[config.mk]
export PLATFORM = sky130hd
export DESIGN_NAME = vga_sync_monitor
export DESIGN_NICKNAME = d
export VERILOG_FILES = /design/src/rtl/vga_sync_monitor.sv
export SDC_FILE = /design/constraint.sdc
export NUM_CORES = 1
export LEC_CHECK = 0
export ABC_AREA = 1
export CORE_ASPECT_RATIO = 0.75
export CORE_UTILIZATION = 57
export CTS_CLUSTER_SIZE = 24
export DETAILED_ROUTE_END_ITERATION = 12
export HOLD_SLACK_MARGIN = 0.03
export PLACE_DENSITY_LB_ADDON = 0.2
export SLEW_MARGIN = 20
export SYNTH_ARGS = -nofsm -noshare
export SYNTH_HDL_FRONTEND = slang
export SYNTH_SLANG_ARGS = --single-unit
[constraint.sdc]
create_clock -name clk -period 3.65 [get_ports clk]
set_input_delay 0.365 -clock clk [delete_from_list [all_inputs] [get_ports clk]]
set_output_delay 0.365 -clock clk [all_outputs]
set_load 0.02 [all_outputs]
[src/rtl/vga_sync_monitor.sv]
// VGA sync timing monitor: measures line/frame geometry from hsync/vsync and reports lock.
// Define VGA_MON_ERRCNT_EN to add err_cnt, a saturating count of timing_err pulses.
`timescale 1ns/1ps
module vga_sync_monitor #(
    parameter int unsigned CNT_W       = 11,
    parameter int unsigned LOCK_FRAMES = 2,
    parameter logic        HSYNC_POL   = 1'b0,
    parameter logic        VSYNC_POL   = 1'b0
) (
    input  logic             clk,
    input  logic             rst,
    input  logic             pix_en,
    input  logic             hsync_in,
    input  logic             vsync_in,
    output logic [CNT_W-1:0] h_total,
    output logic [CNT_W-1:0] h_sync_w,
    output logic [CNT_W-1:0] v_total,
    output logic [CNT_W-1:0] v_sync_w,
    output logic [CNT_W-1:0] x,
    output logic [CNT_W-1:0] y,
    output logic             locked,
    output logic             frame_start,
`ifdef VGA_MON_ERRCNT_EN
    output logic [7:0]       err_cnt,
`endif
    output logic             timing_err
);
    localparam int unsigned MC_W = (LOCK_FRAMES == 0) ? 1 : $clog2(LOCK_FRAMES + 1);
    localparam int unsigned FR_W = 4 * CNT_W;
    localparam logic [CNT_W-1:0] CNT_MAX = {CNT_W{1'b1}};
    localparam logic [CNT_W-1:0] CNT_ONE = CNT_W'(1);

    typedef enum logic [1:0] {SEARCH = 2'd0, MEASURE = 2'd1, LOCKED = 2'd2} state_e;

    state_e            state_q, state_d;
    logic              hs_prev_q, hs_prev_d, vs_prev_q, vs_prev_d;
    logic              pend_q, pend_d, dev_q, dev_d;
    logic [CNT_W-1:0]  px_q, px_d, ln_q, ln_d, vcnt_q, vcnt_d;
    logic [CNT_W-1:0]  h_total_q, h_total_d, h_sync_w_q, h_sync_w_d;
    logic [CNT_W-1:0]  v_total_q, v_total_d, v_sync_w_q, v_sync_w_d;
    logic [FR_W-1:0]   st_q, st_d, new_frame;
    logic [MC_W-1:0]   match_q, match_d;
    logic [MC_W:0]     match_inc;
    logic              locked_q, fs_q, err_q, err_d, mism;
    logic              hs_act, vs_act, h_lead, h_trail, v_lead, v_trail, fs, timeout, frame_dev;
    logic [CNT_W-1:0]  line_len;

    // Edge detection works on activity, so polarity is resolved once here
    assign hs_act    = (hsync_in == HSYNC_POL);
    assign vs_act    = (vsync_in == VSYNC_POL);
    assign h_lead    = pix_en &  hs_act & ~hs_prev_q;
    assign h_trail   = pix_en & ~hs_act &  hs_prev_q;
    assign v_lead    = pix_en &  vs_act & ~vs_prev_q;
    assign v_trail   = pix_en & ~vs_act &  vs_prev_q;
    assign fs        = h_lead & (pend_q | v_lead);
    assign line_len  = (px_q == CNT_MAX) ? CNT_MAX : px_q + CNT_ONE;
    assign timeout   = pix_en & ~h_lead & (px_q == CNT_MAX - CNT_ONE);
    assign new_frame = {h_total_d, h_sync_w_d, v_total_d, v_sync_w_d};
    assign frame_dev = dev_q | (line_len != h_total_q);
    assign match_inc = {1'b0, match_q} + (MC_W + 1)'(1);

    always_comb begin
        hs_prev_d  = hs_prev_q;
        vs_prev_d  = vs_prev_q;
        px_d       = px_q;
        ln_d       = ln_q;
        vcnt_d     = vcnt_q;
        pend_d     = pend_q;
        dev_d      = dev_q;
        h_total_d  = h_total_q;
        h_sync_w_d = h_sync_w_q;
        v_total_d  = v_total_q;
        v_sync_w_d = v_sync_w_q;
        if (pix_en) begin
            hs_prev_d = hs_act;
            vs_prev_d = vs_act;
            if (h_lead)                px_d = '0;
            else if (px_q != CNT_MAX)  px_d = px_q + CNT_ONE;
            if (h_lead)  h_total_d  = line_len;
            if (h_trail) h_sync_w_d = px_d;
            if (v_lead)  pend_d     = 1'b1;
            if (fs) begin
                pend_d    = 1'b0;
                dev_d     = 1'b0;
                ln_d      = '0;
                v_total_d = (ln_q == CNT_MAX) ? CNT_MAX : ln_q + CNT_ONE;
                vcnt_d    = vs_act ? CNT_ONE : '0;
            end else if (h_lead) begin
                if (ln_q != CNT_MAX)               ln_d   = ln_q + CNT_ONE;
                if (vs_act && vcnt_q != CNT_MAX)   vcnt_d = vcnt_q + CNT_ONE;
                if (line_len != h_total_q)         dev_d  = 1'b1;
            end
            if (v_trail) v_sync_w_d = vcnt_q;
        end
    end

    // Lock FSM: next state, match counter, stored reference frame, error pulse
    always_comb begin
        state_d = state_q;
        match_d = match_q;
        st_d    = st_q;
        err_d   = 1'b0;
        mism    = 1'b0;
        unique case (state_q)
            SEARCH: begin
                if (fs) begin
                    state_d = MEASURE;
                    match_d = '0;
                end
            end
            MEASURE: begin
                if (fs) begin
                    st_d = new_frame;
                    if (new_frame == st_q && !frame_dev) begin
                        if (32'(match_inc) >= LOCK_FRAMES) begin
                            state_d = LOCKED;
                            match_d = MC_W'(LOCK_FRAMES);
                        end else begin
                            match_d = match_inc[MC_W-1:0];
                        end
                    end else begin
                        match_d = MC_W'(1);
                    end
                end
            end
            LOCKED: begin
                if (h_lead && line_len != st_q[FR_W-1 -: CNT_W]) mism = 1'b1;
                if (fs && new_frame != st_q)                     mism = 1'b1;
                if (fs) st_d = new_frame;
                if (mism) begin
                    err_d   = 1'b1;
                    state_d = MEASURE;
                    match_d = MC_W'(1);
                end
            end
            default: state_d = SEARCH;
        endcase
        if (timeout) begin
            state_d = SEARCH;
            match_d = '0;
            err_d   = (state_q == LOCKED);
        end
    end

    always_ff @(posedge clk) begin
        if (rst) state_q <= SEARCH;
        else     state_q <= state_d;
    end

    always_ff @(posedge clk) begin
        if (rst) begin
            hs_prev_q  <= 1'b0;
            vs_prev_q  <= 1'b0;
            pend_q     <= 1'b0;
            dev_q      <= 1'b0;
            px_q       <= '0;
            ln_q       <= '0;
            vcnt_q     <= '0;
            h_total_q  <= '0;
            h_sync_w_q <= '0;
            v_total_q  <= '0;
            v_sync_w_q <= '0;
            st_q       <= '0;
            match_q    <= '0;
            locked_q   <= 1'b0;
            fs_q       <= 1'b0;
            err_q      <= 1'b0;
        end else begin
            hs_prev_q  <= hs_prev_d;
            vs_prev_q  <= vs_prev_d;
            pend_q     <= pend_d;
            dev_q      <= dev_d;
            px_q       <= px_d;
            ln_q       <= ln_d;
            vcnt_q     <= vcnt_d;
            h_total_q  <= h_total_d;
            h_sync_w_q <= h_sync_w_d;
            v_total_q  <= v_total_d;
            v_sync_w_q <= v_sync_w_d;
            st_q       <= st_d;
            match_q    <= match_d;
            locked_q   <= (state_d == LOCKED);
            fs_q       <= fs;
            err_q      <= err_d;
        end
    end

`ifdef VGA_MON_ERRCNT_EN
    logic [7:0] err_cnt_q;
    always_ff @(posedge clk) begin
        if (rst)                               err_cnt_q <= '0;
        else if (err_d && err_cnt_q != 8'hFF)  err_cnt_q <= err_cnt_q + 8'd1;
    end
    assign err_cnt = err_cnt_q;
`endif

    assign h_total     = h_total_q;
    assign h_sync_w    = h_sync_w_q;
    assign v_total     = v_total_q;
    assign v_sync_w    = v_sync_w_q;
    assign x           = px_q;
    assign y           = ln_q;
    assign locked      = locked_q;
    assign frame_start = fs_q;
    assign timing_err  = err_q;

endmodule

==> out/metrics.yaml <==
outcome:
  status: "finished, final reports clean"
timing:
  worst_hold_slack_ns: 0.385
  setup_tns_ns: 0
  skew_ns: 0.0130
  final-setup-viol-count: 0
  final-max-slew-violation-count: 0
  final_worst_path_period_share_pct: 90.3
  period_minus_slack_ns: 3.30
  tightest_slew_ns: 0.862
  fmax_mhz: 303
  rsz_0062_raised_after_global_routing: "no"
  worst_rel_slew_slack_pct: 42.0
  finalHoldViolations: 0
worst_setup_path:
  critical_path_class: "flop to flop"
  worst_ep_required_time_ns: 3.94
  worst_setup_path_start_kind: "flop"
  cp_top_family: "simple AND/OR/NAND/NOR gates"
  end_kind: "flop"
  crit_arrival_ns: 3.58
  timing.critical_path.buf_inv: 2
  worst_path_slowest_cell: "sky130_fd_sc_hd__dfxtp_1"
  worstPathCellList: "ha_1 -> inv_1 -> nor2_4 -> nand3_4 -> ha_1 -> o21ai_1 -> nor2_1 -> nor3_1 -> nand2_1 -> nor2_1 -> nand4_1 -> nor2_1 -> nand2_1 -> inv_1 -> nand2_1 -> nand2_1 -> nand2_1 -> nand2_1 -> nand2_1 -> nand2_1 -> nor2_1"
  dominant_cell_type_by_count_on_the_critical_path: "sky130_fd_sc_hd__nand2_1"
  critical_path.max_stage_delay_ns: 0.47
  crit_fanout: 8
layout:
  layout-drive-gt1-share_pct: 9.02
  post-route-cell-area_um2: 8350
  post-route-util_pct: 71.6
  flow.area_growth_from_synthesis_pct: 21.3
  final-instance-count-excl-fill: 1260
  finish.net_count: 1099
  n_antenna_cell: 0
cts:
  cts_buffer_depth: 2
  cts.hold.buffers_added: 0
  worst_setup_hold_path_clk_slew_ns: 0.06
  tritoncts: "done"
  cts_made_buffers: 17
  cts.sinks: 132
  cts-root-buf: "sky130_fd_sc_hd__clkbuf_16"
  clkLatencyLatePin_ns: 0.43
  htree_num_levels: 4
detailed_routing:
  detail_route.wl_per_cell_um: 14.1
  vias: 6647
  route.top_layer_used: "met4"
  detail_route.drc_violations: 0
  routed_wl_mm: 17.8
  detailroute.wirelength.met3_mm: 1.15
  met2_length_mm: 7.71
  detail_route.wirelength.met1_mm: 8.56
  detailedRoute.firstIterationViolations: 485
  viasPerCell: 5.28
  drt_pass1_iterations: 5
  ant_nets: 0
logic_synthesis:
  post-synth-top-area-fraction_pct: 38.4
  synth_nets: 1024
  synth.distinct_cells: 41
  syn_inst: 1010
  synth_enable_flop_cells: 0
  synthDominantAreaCellType: "sky130_fd_sc_hd__dfxtp_1"
  syn_area_per_cell_um2: 6.81
  postSynth.topFlopCell: "sky130_fd_sc_hd__dfxtp_1"
  ys_seq_elements: 132
  yosysMostFrequentCell: "sky130_fd_sc_hd__nand2_1"
  yosys_warnings: 0
  top_cells_by_area_synth: "sky130_fd_sc_hd__dfxtp_1 (38%), sky130_fd_sc_hd__nand2_1 (13%), sky130_fd_sc_hd__inv_1 (7.3%)"
  synth.top_cells.by_count: "sky130_fd_sc_hd__nand2_1 (238), sky130_fd_sc_hd__inv_1 (133), sky130_fd_sc_hd__dfxtp_1 (132)"
  seq_area_frac_synth_pct: 38.4
  netlist_area_um2: 6880
  async_reset_ff_share_pct: 0
place:
  place_inst: 1222
  io_buffers: 73
  gp_congestion: 0.954
  placed_cell_area_um2: 7730
  dp.final_hpwl_mm: 12.5
global_route:
  grt_antenna_before_repair: 0
  grt_first_pass_wirelength_mm: 29.0
  largest_net_degree_at_the_start_of_global_routing: 63
  grt_pass1_vias: 5974
  grt_usage_pct: 29.4
  grt_remaining_overflow: 0
die:
  std_cell_rows: 34
  die_h_um: 97.1
  start_util_pct: 59.0
  die-area_um2: 12500
  design.core.area_um2: 11700
  pin_count: 74
  die-width_um: 129
power:
  power_density_nw_per_um2: 427
  peakVddDrop_v: 0.000354
  total_leakage_power_nw: 3.64
run:
  cap_violations: 0
min_path:
  timing.hold.worst.class: "input pin to flop"
per-stage QoR:
step,total power [W],worst slack [ns]
2_1_floorplan,0.00180,0.702
3_3_place_gp,0.00192,0.231
3_5_place_dp,0.00192,0.240
4_1_cts,0.00357,0.207
5_1_grt,0.00369,0.0767
6_report,0.00356,0.353
cell families after synthesis:
family | after synthesis | share of synthesized area, %
compound gates | 163 | 13.2
xor+xnor | 33 | 4.20
fa+ha+maj | 9 | 1.64
buf+inv | 172 | 10.0
flops | 132 | 38.4
simple gates | 501 | 32.5
registers in the layout, summed over array words and instances, names as in the netlist:
signal,count
hs_prev_q,1
y,11
vcnt_q,11
h_total,11
st_q,44
timing_err,1
x,11
frame_start,1
vs_prev_q,1
v_sync_w,11
locked,1
v_total,11
h_sync_w,11
pend_q,1
match_q,2
dev_q,1
state_q,2
per-layer routing:
layer,up-vias,GRT usage [%]
met5,-,0
met4,0,12.4
met3,36,5.07
met2,226,44.1
met1,2991,41.5
li1,3394,-
worst reg2reg max path, delay by kind of cell, from the launching register on:
| family | cells | cell delay (ns) |
|---|---|---|
| compound gates | 1 | 0.23 |
| fa+ha+maj | 2 | 0.57 |
| buf+inv | 2 | 0.17 |
| flops | 1 | 0.47 |
| simple gates | 16 | 1.71 |
power breakdown:
| group | internal [W] | switching [W] |
|---|---|---|
| clock | 0.000953 | 0.000712 |
| combinational | 0.000142 | 0.000252 |
| sequential | 0.00147 | 0.0000310 |
| total | 0.00257 | 0.000995 |
layout make-up:
class | count | area (um^2)
inverters | 136 | 510
flip-flops and latches | 132 | 2640
well taps | 162 | 203
fillers | 981 | 3310
repair buffers | 92 | 868
clock buffers | 17 | 425
clock inverters | 15 | 148
multi-input cells | 706 | 3550
cell usage in the layout, fill, tap and decap left out, types with 9 or more instances in the layout:
cell                              count
sky130_fd_sc_hd__nand2_1            238
sky130_fd_sc_hd__inv_1              133
sky130_fd_sc_hd__dfxtp_1            132
sky130_fd_sc_hd__nor2_1             121
sky130_fd_sc_hd__clkdlybuf4s50_1     72
sky130_fd_sc_hd__a21oi_1             71
sky130_fd_sc_hd__nand3_1             67
sky130_fd_sc_hd__o21ai_0             57
sky130_fd_sc_hd__xor2_1              27
sky130_fd_sc_hd__buf_4               19
sky130_fd_sc_hd__clkbuf_16           17
sky130_fd_sc_hd__or2_2               15
sky130_fd_sc_hd__nand4_1             13
sky130_fd_sc_hd__nand3b_1             9
sky130_fd_sc_hd__o211ai_1             9
sky130_fd_sc_hd__ha_1                 9
repair_timing:
action,4_1_cts,5_1_grt
endpoints found under the hold margin,0,0
buffers inserted,0,6
gates resized for setup,0,1
setup endpoints to repair,0,5
final timing paths:
check / startpoint / end / slack (ns) / cells past startpoint
worst max-delay path: x[0] / state_q[0] / 0.35 / 21
worst min-delay path: rst / h_sync_w[0] / 0.39 / 2
worst max register to register: x[0] / state_q[0] / 0.35 / 21
worst min register to register: st_q[0] / st_q[0] / 0.47 / 2
Power figures use the tool's default switching activity.
